## config.mk

```make
export PLATFORM = sky130hd
export DESIGN_NAME = fsm_serial_tx_flat
export DESIGN_NICKNAME = d
export VERILOG_FILES = /design/src/rtl/fsm_serial_pkg.sv /design/src/rtl/fsm_serial_tx_if.sv /design/src/rtl/fsm_serial_tx_bit_timer.sv /design/src/rtl/fsm_serial_tx.sv /design/src/flat_wrapper.sv
export SDC_FILE = /design/constraint.sdc
export NUM_CORES = 1
export LEC_CHECK = 0
export ABC_AREA = 1
export BUFFER_PORTS_ARGS = -buffer_cell sky130_fd_sc_hd__buf_2
export CAP_MARGIN = 20
export CORE_MARGIN = 5
export CORE_UTILIZATION = 57
export DETAILED_ROUTE_END_ITERATION = 10
export PLACE_DENSITY = 0.8
export SYNTH_ARGS = -nofsm -noshare
export SYNTH_HDL_FRONTEND = slang
export SYNTH_SLANG_ARGS = --single-unit
```

## constraint.sdc

```tcl
create_clock -name clk -period 1.72 [get_ports clk]
set_input_delay 0.344 -clock clk [delete_from_list [all_inputs] [get_ports clk]]
set_output_delay 0.344 -clock clk [all_outputs]
set_load 0.01 [all_outputs]
```

## src/rtl/fsm_serial_pkg.sv

```systemverilog
// Shared state encodings and line levels for the serial-line FSM blocks.
package fsm_serial_pkg;

  typedef enum logic [2:0] {
    IDLE   = 3'd0,
    START  = 3'd1,
    DATA   = 3'd2,
    PARITY = 3'd3,
    STOP   = 3'd4
  } state_t;

  localparam logic LINE_IDLE  = 1'b1;
  localparam logic LINE_START = 1'b0;

endpackage

```

## src/rtl/fsm_serial_tx_if.sv

```systemverilog
// Word handshake into the serial transmitter.
interface fsm_serial_tx_if #(
  parameter int unsigned DATA_W = 8
);
  logic              tx_valid;
  logic [DATA_W-1:0] tx_data;
  logic              tx_ready;

  modport master (output tx_valid, output tx_data, input tx_ready);
  modport slave  (input tx_valid, input tx_data, output tx_ready);
endinterface

```

## src/rtl/fsm_serial_tx_bit_timer.sv

```systemverilog
// Per-bit cycle counter; tc marks the last cycle of the current bit.
module bit_timer #(
  parameter int unsigned CLKS_PER_BIT = 4
) (
  input  logic clk,
  input  logic rst,
  input  logic clr,
  input  logic en,
  output logic tc
);
  localparam int unsigned CW = (CLKS_PER_BIT > 1) ? $clog2(CLKS_PER_BIT) : 1;

  logic [CW-1:0] cnt;

  // With one cycle per bit the counter never leaves 0 and tc is constant.
  assign tc = (cnt == CW'(CLKS_PER_BIT - 1));

  always_ff @(posedge clk or posedge rst) begin
    if (rst)        cnt <= '0;
    else if (clr)   cnt <= '0;
    else if (en)    cnt <= tc ? '0 : cnt + 1'b1;
  end
endmodule

```

## src/rtl/fsm_serial_tx.sv

```systemverilog
// Serial frame transmitter: start, DATA_W bits LSB-first, optional even parity, stop.
module fsm_serial_tx
  import fsm_serial_pkg::*;
#(
  parameter int unsigned DATA_W       = 8,
  parameter int unsigned CLKS_PER_BIT = 4,
  parameter bit          PARITY_EN    = 1'b1
) (
  input  logic             clk,
  input  logic             rst,
  fsm_serial_tx_if.slave   bus,
  output logic             tx_out,
  output logic             busy
);
  localparam int unsigned IW = (DATA_W > 1) ? $clog2(DATA_W) : 1;

  state_t            state;
  logic [DATA_W-1:0] shreg;
  logic [DATA_W-1:0] shnext;
  logic [IW-1:0]     idx;
  logic              par;
  logic              tc;
  logic              accept;

  assign bus.tx_ready = (state == IDLE) & ~rst;
  assign accept       = bus.tx_valid & (state == IDLE);
  assign shnext       = shreg >> 1;

  // Timer is held at zero while idle so every frame starts with a full start bit.
  bit_timer #(.CLKS_PER_BIT(CLKS_PER_BIT)) u_timer (
    .clk (clk),
    .rst (rst),
    .clr (state == IDLE),
    .en  (1'b1),
    .tc  (tc)
  );

  always_ff @(posedge clk or posedge rst) begin
    if (rst) begin
      state  <= IDLE;
      tx_out <= LINE_IDLE;
      busy   <= 1'b0;
      shreg  <= '0;
      idx    <= '0;
      par    <= 1'b0;
    end else begin
      case (state)
        IDLE: if (accept) begin
          shreg  <= bus.tx_data;
          par    <= ^bus.tx_data;
          idx    <= '0;
          state  <= START;
          tx_out <= LINE_START;
          busy   <= 1'b1;
        end
        START: if (tc) begin
          state  <= DATA;
          tx_out <= shreg[0];
        end
        DATA: if (tc) begin
          shreg <= shnext;
          if (idx == IW'(DATA_W - 1)) begin
            idx <= '0;
            if (PARITY_EN) begin
              state  <= PARITY;
              tx_out <= par;
            end else begin
              state  <= STOP;
              tx_out <= LINE_IDLE;
            end
          end else begin
            idx    <= idx + 1'b1;
            tx_out <= shnext[0];
          end
        end
        PARITY: if (tc) begin
          state  <= STOP;
          tx_out <= LINE_IDLE;
        end
        STOP: if (tc) begin
          state  <= IDLE;
          tx_out <= LINE_IDLE;
          busy   <= 1'b0;
        end
        default: begin
          state  <= IDLE;
          tx_out <= LINE_IDLE;
          busy   <= 1'b0;
        end
      endcase
    end
  end
endmodule

```

## src/flat_wrapper.sv

```systemverilog
// flat-port wrapper written by rule: the top's interface ports become plain ports
module fsm_serial_tx_flat import fsm_serial_pkg::*;
#(
  parameter int unsigned DATA_W       = 8,
  parameter int unsigned CLKS_PER_BIT = 4,
  parameter bit          PARITY_EN    = 1'b1
)
  (clk, rst, tx_out, busy, bus_tx_valid, bus_tx_data, bus_tx_ready);
  fsm_serial_tx_if #(.DATA_W(DATA_W)) bus_i ();
  input  logic clk;
  input  logic rst;
  output logic tx_out;
  output logic busy;
  input wire logic [$bits(bus_i.tx_valid)-1:0] bus_tx_valid;
  input wire logic [$bits(bus_i.tx_data)-1:0] bus_tx_data;
  output wire logic [$bits(bus_i.tx_ready)-1:0] bus_tx_ready;
  assign bus_i.tx_valid = bus_tx_valid;
  assign bus_i.tx_data = bus_tx_data;
  assign bus_tx_ready = bus_i.tx_ready;
  fsm_serial_tx #(.DATA_W(DATA_W), .CLKS_PER_BIT(CLKS_PER_BIT), .PARITY_EN(PARITY_EN)) u_core (.clk(clk), .rst(rst), .bus(bus_i), .tx_out(tx_out), .busy(busy));
endmodule
```

# [Yosys cells after proc, flatten, opt, wreduce, memory -nomap -nowiden]
# Cells that the tools add are included.
[classes] n_addsub=2 eq_ne=13 muxes=25 n_bitwise=4 reduce_logical=10
[op_table] cell="$mux 3" count=9
[op_table] cell="$mux 8" count=2
[op_table] cell="$pmux 8 s2" count=1
[op_table] cell="$pmux 3 s5" count=1
[op_table] cell="$ne 2x2->1 const B" count=4
[op_table] cell="$reduce_xor 8->1" count=1
[op_table] cell="$mux 1" count=7
[op_table] cell="$eq 3x2->1 const B" count=2
[op_table] cell="$eq 3x3->1 const B" count=2
[op_table] cell="$ne 2x1->1 const B" count=3
[op_table] cell="$pmux 3 s2" count=1
[op_table] cell="$reduce_and 3->1" count=2
[op_table] cell="$reduce_and 6->1" count=1
[op_table] cell="$mux 2" count=2
[op_table] cell="$pmux 1 s4" count=1
[op_table] cell="$reduce_and 4->1" count=1
[op_table] cell="$add 3x1->3 const B" count=1
[op_table] cell="$eq 3x1->1 const B" count=1
[op_table] cell="$logic_not 3->1" count=1
[op_table] cell="$pmux 1 s3" count=1
[op_table] cell="$reduce_or 3->1" count=1
[op_table] cell="$add 2x1->2 const B" count=1
[op_table] cell="$and 1x1->1" count=2
[op_table] cell="$eq 2x2->1 const B" count=1
[op_table] cell="4 further kinds" count=5
[totals] regBits=19 input_bits=11

# [Longest topological paths before layout]
# Gate-level depths: netlist of run 1.
[depth] word_depth=4 ltp_mapped=9 mapped_depth_nobuf=9

# [Hierarchy]
# From an unflattened synthesis of run 1, not the netlist that was laid out.
[hier_totals] hier_cells=178 hier_area_um2=1223.7
[modules_own_cells] module="fsm_serial_tx" n_inst=1 cells_each=165 area_per_inst_um2=1119.8 seq_area_each_um2=426.7
[modules_own_cells] module="bit_timer" n_inst=1 cells_each=13 area_per_inst_um2=103.8 seq_area_each_um2=50.0

# [Worst setup path after synthesis of run 1]
# No wires, ideal clock.
[synth_timing] path_kind="reg2reg" from="reg u_core.idx[0]" to="reg u_core.idx[0]" setup_ns=0.083 arrival_time_ns=1.327 required_time_ns=1.637 setup_slack_ns=0.310 stages_incl_launch_ff=6 n_path_buf=0 path_cell_list="dfrtp_1 -> ha_1 -> ha_1 -> nand3b_1 -> or2_2 -> o21ai_0"
[synth_between] elab_chain_cells=4
[synth_rtl] element="start: declaration" line="fsm_serial_tx.sv:20" source="logic [IW-1:0] idx;"
[synth_rtl] element="start signal: assignment" line="fsm_serial_tx.sv:72" source="idx <= idx + 1'b1;"
[synth_rtl] element="$add 3x1->3 or $eq 3x3->1 (tied branches)" line="fsm_serial_tx.sv:72, fsm_serial_tx.sv:62"
[synth_rtl] element="$mux 3 (*)" line="fsm_serial_tx.sv:62" source="if (idx == IW'(DATA_W - 1)) begin"
[synth_rtl] element="$mux 3 (*)" line="fsm_serial_tx.sv:60" source="DATA: if (tc) begin"
[synth_rtl] element="$pmux 3 s2 (*)" line="fsm_serial_tx.sv:47" source="case (state)"
# Every way passes the cells marked *; elsewhere a longest branch is shown, timed or not. The select of a mux whose other input is x is not followed.
# A chain may end at the register's enable or synchronous reset.

# [Final worst setup path of run 1]
[layout_timing] from="reg u_core.state[0]" to="out bus_tx_ready"
[layout_between] elab_chain_cells=2
[layout_rtl] element="start: declaration" line="fsm_serial_tx.sv:17" source="state_t state;"
[layout_rtl] element="start signal: assignment" line="fsm_serial_tx.sv:40" source="state <= IDLE;"
[layout_rtl] element="start signal: assignment" line="fsm_serial_tx.sv:52" source="state <= START;"
[layout_rtl] element="start signal: assignment" line="fsm_serial_tx.sv:57" source="state <= DATA;"
[layout_rtl] element="$logic_not 3->1" line="fsm_serial_tx.sv:25" source="assign bus.tx_ready = (state == IDLE) & ~rst;"
[layout_rtl] element="$and 1x1->1" line="fsm_serial_tx.sv:25"
[layout_rtl] element="end: declaration" line="flat_wrapper.sv:16" source="output wire logic [$bits(bus_i.tx_ready)-1:0] bus_tx_ready;"
# No other way between the ends.

==> flow_summary.toml, run 1 <==
[sta]
setup_viol = 0
tightestPinTransition_ps = 240
fin_skew_ps = 4.46
min_period_ps = 1560
timing.slew.headroom = 0.840
timing.setup.tns_ps = 0
maxSlewViolCount = 0
period_share = 0.909
fin_ws_ps = 156
hold_violations = 0
fmax_ghz = 0.639

[critical_path]
rr_endpoint = "u_core.idx[0]"
r2r_slack_ps = 190
crit_required_ps = 1380
path_buf_inv = 1
reg2regPathDepth = 5
max_stage_delay_ps = 480
crit_arrival_ps = 1220
worstSetupStartpointType = "flop"
crit_path_cell_trace = "nor2_4, nand2_1, nor2_1, buf_2"
critPathKind = "reg -> out"
worstPathMaxFanout = 6
rr_startpoint = "u_core.idx[0]"
cp_top_family = "flip-flops"
slowest_stage = "dfrtp_2"
crit_path_end_kind = "output pin"
crit_start = "u_core.state[0]"

[detailed_routing]
detail-route-antenna-nets = 0
wl_per_cell_um = 10.1
wl_um = 2220
via_per_inst = 4.89
num_vias = 1076
drt-initial-drc-count = 17
drc = 0
drt_first_pass_iters = 4

[synthesis]
async_reset_ff_frac = 1.00
seq_area_frac_synth = 0.381
yosys-top-cells-area = "dfrtp_1 (36%), nand2_1 (20%), inv_1 (7.8%)"
synth_nets = 187
synth_compound_area_frac = 0.103
yosys.area_share.simple = 0.364
synth_fa_ha_area_frac = 0.0400
synthMuxAreaShare = 0
synth_seq_cells = 19
ys_warn_count = 0
ys_top_cells_by_count = "nand2_1 (66), inv_1 (26), dfrtp_1 (18)"
yosys.area_share.xor_xnor = 0.0140
synth_area_sq_um = 1250
synth_most_common_cell = "nand2_1"
syn_avg_cell_area_sq_um = 7.27
synth_top_family_by_area = "simple AND/OR/NAND/NOR gates"
synth-edff-count = 0
netlist.top_cell.by_area = "dfrtp_1"
yosys.area.top_type_share = 0.360
yosysUniqueCellTypes = 24
netlist_instances = 172
synth_top_flop_cell = "dfrtp_1"

[die]
start_util = 0.582
die-area_sq_um = 3230
core-area_sq_um = 2150
top_level_ports = 14
die_width_um = 56.8
fp.dieH_um = 56.8
num_rows = 17

[placement]
dpl_worst_slack_ps = 209
placedCellCount = 214
io_buffers = 13
hpwl_um = 1790
gp_congestion = 0.886

[clocking]
cts_hold_buf = 0
cts_root_buf = "clkbuf_4"
cts-htree-levels = 1
clock_path_buffers = 2
insertion_delay_ps = 300
clkTransAtPathRegs_ps = 110
cts_tree = "yes"
cts_sinks = 19
numCtsBuffers = 3

[finish]
finish.utilization = 0.659
layout-drive-gt1-share = 0.234
synthToLayoutAreaGrowth_pct = 13.2
fillerInstances = 190
fin_cells = 220
nNetsFinal = 208
n_antenna_cell = 0

[grt]
grt_util_met1 = 0.191
grt_use_total = 0.156
grt_max_degree = 20
grt_pass1_vias = 1021
overflow = 0
use_met2 = 0.276
top_usage_layer = "met2"
antenna_found_initial = 0
met3_usage = 0.0207
grt_pass1_wl_um = 4060

[run]
cap_violations = 0

[power]
p_per_area_nw_per_um2 = 1780
vdd_drop_max_v = 0.00109
fin_total_pwr_w = 0.00252
leakage_nw = 0.828

[status]
outcome = "finished, final reports clean"

[worst_hold_path]
hold_class = "in -> async"
==> placed cells by master, fill, tap and decap left out, types with 3 or more instances in the layout <==
master,count
o21ai_2,6
nand2_2,3
nand2_1,66
nor2_4,3
o21ai_0,11
inv_1,26
dfrtp_1,16
clkbuf_4,3
nand3_1,7
buf_4,4
buf_2,13
nor2_1,11
ha_1,4
==> what timing repair did <==
item,4_1_cts,5_1_grt
setup buffers,0,2
resized for setup,0,3
hold endpoints to repair,0,0
endpoints found under the setup margin,0,1
==> per-layer routing <==
layer  share of wire  vias up
met3           0.037        5
met5               0        -
li1                -      570
met1            0.46      478
met2            0.49       23
met4           0.014        0
==> worst max path at each step <==
stage | cells after the start | slack [ps] | end
floorplan | 5 | 310 | u_core.idx[0]
global placement | 5 | 260 | u_core.idx[0]
detailed placement | 5 | 210 | u_core.idx[0]
CTS | 4 | 30 | bus_tx_ready
global route | 4 | -5 | bus_tx_ready
finish | 4 | 160 | bus_tx_ready
==> logic make-up after synthesis <==
logic type / count (synthesis)
AND/OR/NAND/NOR: 99
buffers and inverters: 29
XOR/XNOR: 2
adder cells (fa/ha/maj): 4
flip-flops: 19
AO/OA/AOI/OAI: 19
==> report_power, final <==
part | switching, W | leakage (nW) | internal (W) | total (W)
Combinational | 0.000907 | 0.576 | 0.000591 | 0.00150
Sequential | 0.000130 | 0.234 | 0.000659 | 0.000788
Clock | 0.000142 | 0.0177 | 0.0000868 | 0.000229
Total | 0.00118 | 0.828 | 0.00134 | 0.00252
==> tightest hold or removal path, stage by stage <==
cell   delay, ps
buf_2        100
inv_1         40
buf_4        250
==> flip-flops by register name, indices dropped and copies added, names as in the netlist <==
name,flops
u_core.idx,3
u_core.shreg,8
u_core.tx_out,1
u_core.busy,1
u_core.state,3
u_core.u_timer.cnt,2
u_core.par,1
==> final cells by class <==
type / instances / area (sq um) / area share
multi-input cells: 124 / 657 / 0.464
flip-flops and latches: 19 / 479 / 0.339
repair buffers: 18 / 115 / 0.0813
inverters: 27 / 101 / 0.0716
well taps: 28 / 35.0 / 0.0248
clock buffers: 3 / 22.5 / 0.0159
clock inverters: 1 / 5.00 / 0.00354
==> metrics by stage <==
stage          hold slack (ps)  cell area (sq um)
3_3_place_gp               383               1370
2_1_floorplan              294               1250
3_5_place_dp               383               1370
4_1_cts                   53.6               1390
5_1_grt                   52.7               1420
6_report                  42.9               1420
Note: power is estimated with default switching activity, not from simulation.
==> inputs of run 2 (changes only) <==
--- a/config.mk
+++ b/config.mk
@@ -11,7 +11,9 @@
 export CORE_MARGIN = 5
 export CORE_UTILIZATION = 57
 export DETAILED_ROUTE_END_ITERATION = 10
+export HOLD_SLACK_MARGIN = 0.08
 export PLACE_DENSITY = 0.8
 export SYNTH_ARGS = -nofsm -noshare
 export SYNTH_HDL_FRONTEND = slang
+export SYNTH_HIERARCHICAL = 1
 export SYNTH_SLANG_ARGS = --single-unit
==> flow_summary.toml, run 2 <==
[finish]
largest_reg_flops = 8
fillerInstances = 165
synthToLayoutAreaGrowth_pct = 12.4
nNetsFinal = 213
layout-drive-gt1-share = 0.182
n_antenna_cell = 0
final_cell_mix = "nand2_1 (64), inv_1 (29), dfrtp_1 (18)"
largest_registers = "u_core/shreg x8, u_core/idx x3, u_core/state x3"
final_common_cell = "nand2_1"
top_register = "u_core/shreg"

[sta]
period_share = 0.972
min_period_ps = 1670
timing.slew.headroom = 0.544
setup_viol = 0
rsz0062_at_grt = "no"
hold_violations = 0
fin_skew_ps = 0.811
fin_ws_ps = 47.5
maxSlewViolCount = 0
fmax_ghz = 0.598
tightestPinTransition_ps = 684
timing.setup.tns_ps = 0

[power]
p_per_area_nw_per_um2 = 1640
vdd_drop_max_v = 0.000899
leakage_nw = 0.797

[synthesis]
netlist.top_cell.by_area = "dfrtp_1"
yosysUniqueCellTypes = 25
synth_area_sq_um = 1220
yosys-top-cells-area = "dfrtp_1 (37%), nand2_1 (20%), inv_1 (8.9%)"
netlist_instances = 178
ys_top_cells_by_count = "nand2_1 (64), inv_1 (29), dfrtp_1 (18)"
synth_seq_cells = 19
async_reset_ff_frac = 1.00
syn_avg_cell_area_sq_um = 6.87
synth_top_flop_cell = "dfrtp_1"
synth_most_common_cell = "nand2_1"
seq_area_frac_synth = 0.390
yosys.area.top_type_share = 0.368
synth-edff-count = 0
ys_warn_count = 6

[placement]
io_buffers = 13
hpwl_um = 1940
dpl_worst_slack_ps = 171
gp_congestion = 0.922

[clocking]
cts-htree-levels = 1
cts_tree = "yes"
clock_path_buffers = 2
cts_hold_buf = 1
insertion_delay_ps = 300
cts_root_buf = "clkbuf_4"
numCtsBuffers = 3
clkTransAtPathRegs_ps = 110
cts_resized = 0
cts_setup_buffers = 0
cts_sinks = 19

[critical_path]
r2r_slack_ps = 140
crit_required_ps = 1380
worstSetupStartpointType = "input port"
crit_end = "bus_tx_ready"
rr_startpoint = "u_core/state[0]"
critPathKind = "in -> out"
reg2regPathDepth = 6
crit_path_end_kind = "output pin"
rr_endpoint = "u_core/shreg[1]"
worstPathMaxFanout = 3
crit_arrival_ps = 1330
crit_start = "rst"

[die]
num_rows = 16
start_util = 0.611
core-area_sq_um = 2000
die_width_um = 56.3
top_level_ports = 14
fp.dieH_um = 56.3
die-area_sq_um = 3170

[detailed_routing]
num_vias = 1119
drc = 0
detail-route-antenna-nets = 0
drt-initial-drc-count = 14
via_per_inst = 4.97
drt_first_pass_iters = 4
wl_um = 2490
wl_per_cell_um = 11.1

[worst_hold_path]
hp-start = "bus_tx_valid"
hold_class = "in -> reg"

[status]
outcome = "finished, final reports clean"

[grt]
grt_pass1_wl_um = 4230
grt_pass1_vias = 1028
grt_max_degree = 18
grt_use_total = 0.171
antenna_found_initial = 0
overflow = 0

[run]
cap_violations = 0
-- run 2: cell count changes in the layout (fill, tap and decap cells not counted), sizes merged, moves of 3 or more --
cell	delta
nand2	-3
conb	+3
nand3b	-3
inv	+3
-- run 2: final cells by class --
cell class              instances  area [sq um]  area share
multi-input cells             127           611       0.444
flip-flops and latches         19           477       0.347
inverters                      31           116      0.0846
repair buffers                 17           110      0.0801
well taps                      27          33.8      0.0246
clock buffers                   3          22.5      0.0164
clock inverters                 1          5.00     0.00364
-- run 2: kinds of logic after synthesis --
family | Yosys count | synth area share
other | 1 | 0.00306
AO/OA/AOI/OAI | 25 | 0.132
buffers and inverters | 34 | 0.118
adder cells (fa/ha/maj) | 3 | 0.0307
XOR/XNOR | 1 | 0.00716
flip-flops | 19 | 0.390
AND/OR/NAND/NOR | 95 | 0.320
-- run 2: report_power, final --
group,total [W],internal [W],switching (W)
clock network,0.000233,0.0000868,0.000146
logic,0.00122,0.000474,0.000748
registers,0.000802,0.000661,0.000141
-- run 2: routing by layer --
metal | global-route usage | wire, um | vias to the layer above
li1 | - | - | 587
met1 | 0.212 | 1130 | 509
met2 | 0.274 | 1220 | 15
met3 | 0.0367 | 69 | 8
met4 | 0.0949 | 62 | 0
met5 | 0 | 0 | -
-- run 2: critical path, stage by stage --
cell	delay, ps
dlygate4sd3_1	530
buf_2	130
nor3_1	170
buf_2	160
-- run 2: how the worst min path moves through the flow --
stage                                  endpoint  slack [ps]  depth (start not counted)
after floorplan           u_core/u_timer/cnt[0]          90                          1
after global placement    u_core/u_timer/cnt[0]         220                          2
after detailed placement  u_core/u_timer/cnt[1]         220                          2
after CTS                           u_core/busy         320                          3
after global routing                u_core/busy         330                          3
final                               u_core/busy         330                          3
-- run 2: through the flow --
step	util	hold WS, ps	cell area (sq um)	std cells	total power (W)
6_report	0.687	335	1380	225	0.00226
4_1_cts	0.687	320	1380	225	0.00228
3_3_place_gp	0.668	217	1340	220	0.00197
5_1_grt	0.687	332	1380	225	0.00249
3_5_place_dp	0.668	217	1340	220	0.00203
2_1_floorplan	-	85.2	1230	180	0.00174
==> inputs of run 3 (changes only) <==
--- a/config.mk
+++ b/config.mk
@@ -8,11 +8,12 @@
 export ABC_AREA = 1
 export BUFFER_PORTS_ARGS = -buffer_cell sky130_fd_sc_hd__buf_2
 export CAP_MARGIN = 20
+export CORE_ASPECT_RATIO = 0.6
 export CORE_MARGIN = 5
-export CORE_UTILIZATION = 57
+export CORE_UTILIZATION = 40
 export DETAILED_ROUTE_END_ITERATION = 10
 export HOLD_SLACK_MARGIN = 0.08
-export PLACE_DENSITY = 0.8
+export PLACE_DENSITY = 0.62
 export SYNTH_ARGS = -nofsm -noshare
 export SYNTH_HDL_FRONTEND = slang
 export SYNTH_HIERARCHICAL = 1
==> constraint.sdc (replaced) <==
create_clock -name clk -period 1.4 [get_ports clk]
set_input_delay 0.28 -clock clk [delete_from_list [all_inputs] [get_ports clk]]
set_output_delay 0.28 -clock clk [all_outputs]
set_load 0.01 [all_outputs]
==> flow_summary.toml, run 3 (synthesized netlist as in run 2, its figures left out) <==
[sta]
fmax_ghz = 0.738
rsz0062_at_grt = "yes"
setup_viol = 0
fin_ws_ps = 45.6
hold_slack_ps = 356
period_share = 0.967
fin_skew_ps = 2.54
min_period_ps = 1350
maxSlewViolCount = 0
hold_violations = 0

[clocking]
cts_root_buf = "clkbuf_8"
insertion_delay_ps = 250
clock_path_buffers = 2
cts_tree = "yes"
cts_sinks = 19
clkTransAtPathRegs_ps = 70
cts-htree-levels = 1
numCtsBuffers = 3

[power]
p_per_area_nw_per_um2 = 2080
vdd_drop_max_v = 0.000806
fin_total_pwr_w = 0.00318
leakage_nw = 0.846

[placement]
gp_congestion = 0.831
hpwl_um = 2030
dpl_worst_slack_ps = 24.7
io_buffers = 13

[finish]
nNetsFinal = 223
layout-drive-gt1-share = 0.260
largest_reg_flops = 8
synthToLayoutAreaGrowth_pct = 24.9
fillerInstances = 283
final_common_cell = "nand2_1"
n_antenna_cell = 0
largest_registers = "u_core/shreg x8, u_core/idx x3, u_core/state x3"
final_cell_mix = "nand2_1 (63), inv_1 (29), dfrtp_1 (17)"
top_register = "u_core/shreg"

[critical_path]
slowest_stage = "dfrtp_2"
crit_path_end_kind = "output pin"
crit_path_cell_trace = "inv_2, nand2_2, nor3_2, buf_2"
path_buf_inv = 2
cp_top_family = "flip-flops"
max_stage_delay_ps = 450
worstSetupStartpointType = "flop"
crit_arrival_ps = 1070
critPathKind = "reg -> out"
worstPathMaxFanout = 5
crit_required_ps = 1120

[die]
top_level_ports = 14
start_util = 0.421
die-area_sq_um = 4300
num_rows = 15
die_width_um = 81.4
fp.dieH_um = 52.8
core-area_sq_um = 2910

[grt]
grt_pass1_vias = 1033
grt_max_degree = 18
overflow = 0
antenna_found_initial = 0
grt_use_total = 0.140
grt_pass1_wl_um = 4530

[detailed_routing]
drt_first_pass_iters = 4
detail-route-antenna-nets = 0
wl_per_cell_um = 10.5
drc = 0
wl_um = 2630
via_per_inst = 4.55
drt-initial-drc-count = 24
num_vias = 1138

[worst_hold_path]
hold_class = "in -> reg"

[run]
cap_violations = 0

[status]
outcome = "finished, final reports clean"
## run 3: layer usage
metal | GRT usage | vias to the layer above | part of all wire
met5 | 0 | - | 0
met4 | 0.0337 | 0 | 0.0072
met3 | 0.0412 | 4 | 0.049
met2 | 0.200 | 16 | 0.43
met1 | 0.202 | 509 | 0.51
li1 | - | 609 | -
## run 3: cell type report
| type | instances | area, sq um | share of cell area |
|---|---|---|---|
| repair buffers | 27 | 184 | 0.120 |
| multi-input cells | 127 | 653 | 0.427 |
| inverters | 31 | 116 | 0.0761 |
| clock buffers | 4 | 45.0 | 0.0295 |
| well taps | 42 | 52.6 | 0.0344 |
| flip-flops and latches | 19 | 478 | 0.313 |
## run 3: what timing repair did
item	in CTS	in global routing
hold endpoints to repair	18	0
gates resized for setup	2	12
hold buffers	1	0
setup endpoints to repair	6	16
buffers inserted	2	2
## run 3: final timing paths
kind / slack [ps] / start / endpoint / cells after the start
worst min-delay path: 360 / bus_tx_data[7] / u_core/shreg[7] / 3
worst max-delay path: 50 / u_core/state[2] / bus_tx_ready / 4
worst max register to register: 80 / u_core/idx[0] / u_core/state[2] / 5
min in group asynchronous: 470 / rst / u_core/u_timer/cnt[0] / 3
max in group asynchronous: 510 / rst / u_core/tx_out / 4
worst min register to register: 470 / u_core/tx_out / u_core/tx_out / 2
## run 3: stage by stage
stage	setup TNS [ps]	cell area (sq um)	cells	util
CTS	0	1470	248	0.505
detailed placement	0	1390	241	0.477
finish	0	1530	250	0.526
global route	-91.6	1530	250	0.526
global placement	0	1390	241	0.477
floorplan	0	1230	180	-
## run 3: worst register-to-register path, stage by stage, from the launching register on
cell	delay, ps
dfrtp_1	400
ha_2	190
ha_2	180
or2_4	260
nand4_1	120
nand2_1	70
## run 3: power by group
| part | internal, W | leakage [nW] | switching [W] | total [W] |
|---|---|---|---|---|
| Sequential | 0.000817 | 0.236 | 0.000170 | 0.000987 |
| Combinational | 0.000775 | 0.588 | 0.00104 | 0.00182 |
| Clock | 0.000202 | 0.0228 | 0.000173 | 0.000375 |
| Total | 0.00179 | 0.846 | 0.00138 | 0.00318 |
